## src/rtl/array_param.sv

```systemverilog
// Parameterised byte-enabled register array with a clear-sweep controller.
// After reset (or on a clear request) every entry is written with INIT_VAL,
// one entry per cycle, while busy is high and user accesses are ignored.
// Reads are registered (write-first, 1-cycle latency) or combinational.
module array_param #(
  parameter int              WIDTH    = 16,
  parameter int              DEPTH    = 4,
  parameter int              ADDR     = 2,
  parameter int              REG_READ = 1,
  parameter logic [WIDTH-1:0] INIT_VAL = '0
) (
  input  logic               clk,
  input  logic               rst,
  input  logic [WIDTH-1:0]   write_data,
  input  logic [ADDR-1:0]    write_addr,
  input  logic               write_en,
  input  logic [WIDTH/8-1:0] write_be,
  input  logic [ADDR-1:0]    read_addr,
  input  logic               read_en,
  output logic [WIDTH-1:0]   read_data,
  output logic               read_valid,
  input  logic               clear,
  output logic               busy
);

  localparam int NB = WIDTH / 8;

  typedef enum logic {CLEAR, IDLE} state_t;

  state_t          state, state_next;
  logic [ADDR-1:0] cnt, cnt_next;

  logic [WIDTH-1:0] mem [DEPTH];

  logic             wr_in_range, rd_in_range;
  logic [ADDR-1:0]  wr_idx, rd_idx;
  logic             wr_ok, rd_ok;
  logic [WIDTH-1:0] wr_merged;
  logic [WIDTH-1:0] rd_word;

  // Out-of-range addresses are redirected to entry 0 for indexing only;
  // the in-range flags keep them from having any effect.
  assign wr_in_range = int'(write_addr) < DEPTH;
  assign rd_in_range = int'(read_addr) < DEPTH;
  assign wr_idx      = wr_in_range ? write_addr : '0;
  assign rd_idx      = rd_in_range ? read_addr  : '0;

  // A user write is accepted only in IDLE, in range, and when clear does not win.
  assign wr_ok = (state == IDLE) && write_en && !clear && wr_in_range;
  assign rd_ok = (state == IDLE) && read_en;

  // State register and sweep counter.
  always_ff @(posedge clk or posedge rst) begin
    if (rst) begin
      state <= CLEAR;
      cnt   <= '0;
    end else begin
      state <= state_next;
      cnt   <= cnt_next;
    end
  end

  // Next-state logic: sweep DEPTH entries, then idle until clear.
  always_comb begin
    state_next = state;
    cnt_next   = cnt;
    case (state)
      CLEAR: begin
        if (cnt == ADDR'(DEPTH - 1)) begin
          state_next = IDLE;
          cnt_next   = '0;
        end else begin
          cnt_next = cnt + 1'b1;
        end
      end
      IDLE: begin
        if (clear) begin
          state_next = CLEAR;
          cnt_next   = '0;
        end
      end
      default: begin
        state_next = CLEAR;
        cnt_next   = '0;
      end
    endcase
  end

  // Controller outputs.
  always_comb begin
    busy = (state == CLEAR);
  end

  // Byte-enable merge of the write word into the currently stored entry.
  always_comb begin
    wr_merged = mem[wr_idx];
    for (int unsigned k = 0; k < NB; k++) begin
      if (write_be[k]) wr_merged[8*k +: 8] = write_data[8*k +: 8];
    end
  end

  // Storage: sweep writes INIT_VAL, otherwise accepted user writes.
  always_ff @(posedge clk) begin
    if (state == CLEAR) begin
      mem[cnt] <= INIT_VAL;
    end else if (wr_ok) begin
      mem[wr_idx] <= wr_merged;
    end
  end

  // Raw read word; out-of-range addresses read as zero.
  always_comb begin
    rd_word = rd_in_range ? mem[rd_idx] : '0;
  end

  generate
    if (REG_READ != 0) begin : g_reg_read
      logic [WIDTH-1:0] rd_fwd;

      // Write-first: a same-cycle write to the read address is forwarded
      // already merged, since the array itself only updates at the edge.
      always_comb begin
        rd_fwd = (wr_ok && (write_addr == read_addr)) ? wr_merged : rd_word;
      end

      // Registered read port; data holds when no read is accepted.
      always_ff @(posedge clk or posedge rst) begin
        if (rst) begin
          read_valid <= 1'b0;
          read_data  <= '0;
        end else begin
          read_valid <= rd_ok;
          if (rd_ok) read_data <= rd_fwd;
        end
      end
    end else begin : g_comb_read
      // Combinational read port.
      always_comb begin
        read_data  = rd_word;
        read_valid = rd_ok;
      end
    end
  endgenerate

endmodule

```

## config.mk

```make
export PLATFORM = sky130hd
export DESIGN_NAME = array_param
export DESIGN_NICKNAME = d
export VERILOG_FILES = /design/src/rtl/array_param.sv
export SDC_FILE = /design/constraint.sdc
export NUM_CORES = 1
export LEC_CHECK = 0
export ABC_AREA = 1
export BUFFER_PORTS_ARGS = -buffer_cell sky130_fd_sc_hd__buf_2
export CORE_MARGIN = 8
export CORE_UTILIZATION = 55
export CTS_BUF_LIST = sky130_fd_sc_hd__clkbuf_8
export CTS_CLUSTER_DIAMETER = 60
export DETAILED_ROUTE_END_ITERATION = 6
export HOLD_SLACK_MARGIN = 0.02
export PLACE_DENSITY = 0.85
export SLEW_MARGIN = 40
export SYNTH_ARGS = -nofsm -noshare
export SYNTH_HDL_FRONTEND = slang
export SYNTH_SLANG_ARGS = --single-unit
```

## constraint.sdc

```tcl
create_clock -name clk -period 1.92 [get_ports clk]
set_input_delay 0.288 -clock clk [delete_from_list [all_inputs] [get_ports clk]]
set_output_delay 0.288 -clock clk [all_outputs]
set_load 0.05 [all_outputs]
```

==> run_results.csv <==
group,metric,value,unit
pwr,total_power,0.00751,W
routing,drc,0,
clocking,numCtsBuffers,9,
finish,fin_util,64.9,%
outcome,outcome,"finished, final reports clean",
global_route,antenna_found_initial,0,
routing,vias,3803,
placed_design,routabilityCongestion,0.852,
setup_path,critical_path.top_delay_family,"simple AND/OR/NAND/NOR gates",
logic_synthesis,avgSynthCellArea,8.31,µm²
die,num_rows,32,
timing,finalMaxSlewViolations,0,
die,chipHeight,105,µm
routing,vias_per_cell,5.63,
global_route,grt_pass1_wl,18.4,mm
timing,period_minus_slack,1.77,ns
logic_synthesis,yosysWarnings,0,
placed_design,io_buffers,44,
timing,setup_violations,0,
setup_path,cp_num_cells,9,
finish,layout-drive-gt1-share,15.5,%
pwr,p_clk_share,18.7,%
timing,fmax,0.564,GHz
setup_path,endpoint_kind,"flop",
routing,drt-initial-drc-count,301,
logic_synthesis,yosysUniqueCellTypes,22,
setup_path,r2r_start,"state$_DFF_PP0_",
finish,num-fill-cells,624,
logic_synthesis,syn_inst,521,
setup_path,r2r_end,"read_data[14]$_DFFE_PP0P_",
timing,finClkSkew,0.0144,ns
setup_path,rrSetupSlack,0.15,ns
logic_synthesis,synthesis.nets,549,
timing,slew-limit-headroom,63.3,%
global_route,grt_usage,20.8,%
timing,layout_setup_ws,0.146,ns
timing,worstMarginPinSlew,0.547,ns
placed_design,dp_slack,0.140,ns
hold_path,hold_path.class,"in2reg",
setup_path,worst-endpoint-arrival,2.01,ns
routing,dr.pass1.iters,5,
logic_synthesis,synth-seq-cells,84,
timing,tns,0,ns
die,core,7690,µm²
timing,rsz0062_at_grt,"no",
setup_path,required,2.16,ns
timing,period_share,92.4,%
logic_synthesis,ys_seq_area_share,55.9,%
timing,whs,0.281,ns
clocking,htreeDepth,3,
clocking,post_cts_resized,0,
pwr,p_sw,0.00307,W
setup_path,critPathBufInv,1,
routing,antenna_left,0,
clocking,worstSkewPairLatency,0.36,ns
clocking,cts_buffer_depth,2,
pwr,p_int,0.00444,W
clocking,cts.sinks,84,
setup_path,crit_slowest_cell,"dfrtp_1",
finish,multi_input_area,1610,µm²
clocking,clk_pin_slew,0.08,ns
finish,syn2layout_area_growth,15.3,%
pwr,ir_drop,0.599,mV
pwr,power.leakage,2.32,nW
setup_path,slowest_delay,0.45,ns
finish,nNetsFinal,596,
pwr,p_per_area,1510,nW/µm²
die,ios,45,
pwr,combPwrFrac,40.2,%
logic_synthesis,syn_area,4330,µm²
pwr,seq_power_share,41.1,%
setup_path,path_cells,"nand3_1 > nand2_1 > nand2_2 > nand2_1 > nand2_4 > buf_4 > nand3_1 > nand3_1 > nand2_1",
clocking,root_buffer,"clkbuf_8",
clocking,cts_tree,"yes",
finish,n_antenna_cell,0,
global_route,grt_overflow,0,
setup_path,critPathLaunch,"state$_DFF_PP0_",
setup_path,critPathMaxFanout,12,
global_route,grt_pass1_vias,3822,
setup_path,cp-endpoint,"read_data[14]$_DFFE_PP0P_",
routing,wl,11.3,mm
global_route,grt_start_max_net_pins,32,
pwr,swShare,40.9,%
setup_path,r2r_cells,9,
setup_path,critical_path_class,"reg2reg",
die,start_util,56.3,%
die,die_width,105,µm
die,dieArea,11000,µm²
placed_design,dpl.hpwl,7.39,mm
setup_path,start_kind,"flop",
timing,finalHoldViolations,0,
run,maxCapViolations,0,
routing,wire_per_inst,16.7,µm
finish,seqCellArea,2420,µm²
-- worst min path at each step --
stage | end | from | cells past startpoint | slack [ns]
after floorplan | cnt[0]$_DFFE_PP0P_ | rst | 1 | 0.25
after global placement | read_valid$_DFF_PP0_ | rst | 3 | 0.33
after detailed placement | cnt[1]$_DFFE_PP0P_ | rst | 3 | 0.35
after CTS | cnt[0]$_DFFE_PP0P_ | clear | 4 | 0.27
after global routing | cnt[0]$_DFFE_PP0P_ | clear | 4 | 0.31
final | cnt[0]$_DFFE_PP0P_ | clear | 4 | 0.28
-- kinds of logic after synthesis --
kind of cell,count (synthesis),synth area share [%]
AO/OA/AOI/OAI,94,11.0
adder cells (fa/ha/maj),1,0.289
buffers and inverters,75,7.08
flip-flops,84,55.9
AND/OR/NAND/NOR,267,25.7
-- through the flow --
step,area (µm²),instances
CTS,4970,674
global route,4990,675
detailed placement,4730,657
floorplan,4340,521
global placement,4730,657
finish,4990,675
-- sequential cells by signal, summed over array words and instances, names as in the netlist --
name        cells
read_valid      1
cnt             2
state           1
mem            64
read_data      16
-- cell usage in the layout (no fill, tap or decap), types with 3 or more instances in the layout --
cell / instances
a21oi_1: 32
nand2_2: 3
dfrtp_1: 20
o21ai_0: 61
nor2_1: 86
inv_1: 46
buf_2: 44
clkbuf_8: 10
nand2_1: 120
buf_12: 5
nand3_1: 51
edfxtp_1: 64
buf_4: 13
-- power groups by stage --
stage | sequential, W | combinational [W] | clock, W
2_1_floorplan | 0.00357 | 0.00150 | 0
3_3_place_gp | 0.00308 | 0.00283 | 0
3_5_place_dp | 0.00312 | 0.00292 | 0
4_1_cts | 0.00309 | 0.00294 | 0.00140
5_1_grt | 0.00316 | 0.00327 | 0.00148
6_report | 0.00309 | 0.00302 | 0.00140
-- Yosys cell counts --
cell type    n  area share [%]
o21ai_2      1            0.20
nand2_4      1            0.26
inv_1       45             3.9
nand3_4      1            0.40
ha_1         1            0.29
buf_4        1            0.17
dfrtp_1     20              12
buf_6        2            0.52
nor2_4       1            0.26
nand3_2      2            0.46
nand2_1    120              10
edfxtp_1    64              44
o21ai_0     61             7.0
inv_2        1           0.087
clkinv_1     2            0.17
a21oi_1     32             3.7
clkbuf_1    18             1.6
nand2_2      3            0.43
buf_1        1           0.087
nand3_1     51             5.9
nor2_1      88             7.6
buf_2        5            0.58
-- metal layers --
layer / global-route usage, % / vias up / share of wire (%)
met2: 35.4 / 216 / 50
met5: 0 / - / 0
met4: 10.9 / 0 / 3.0
met3: 4.85 / 32 / 10
met1: 23.9 / 1748 / 37
li1: - / 1807 / -
-- layout make-up --
type,instances,share of cell area (%)
Clock buffer,10,2.76
Clock inverter,6,1.78
Inverter,48,3.61
Multi-Input combinational cell,362,32.2
Sequential cell,84,48.5
Tap cell,102,2.56
Timing Repair Buffer,63,8.57
-- tightest hold or removal path, stage by stage --
cell and delay, ns:
buf_2 0.10, inv_1 0.05, nand2_1 0.07, o21ai_0 0.08
-- repair_timing --
item | CTS | global route
endpoints found under the setup margin | 0 | 16
hold endpoints to repair | 20 | 0
buffers inserted | 0 | 1
hold buffers | 1 | 0
(Power assumes the default switching activity.)
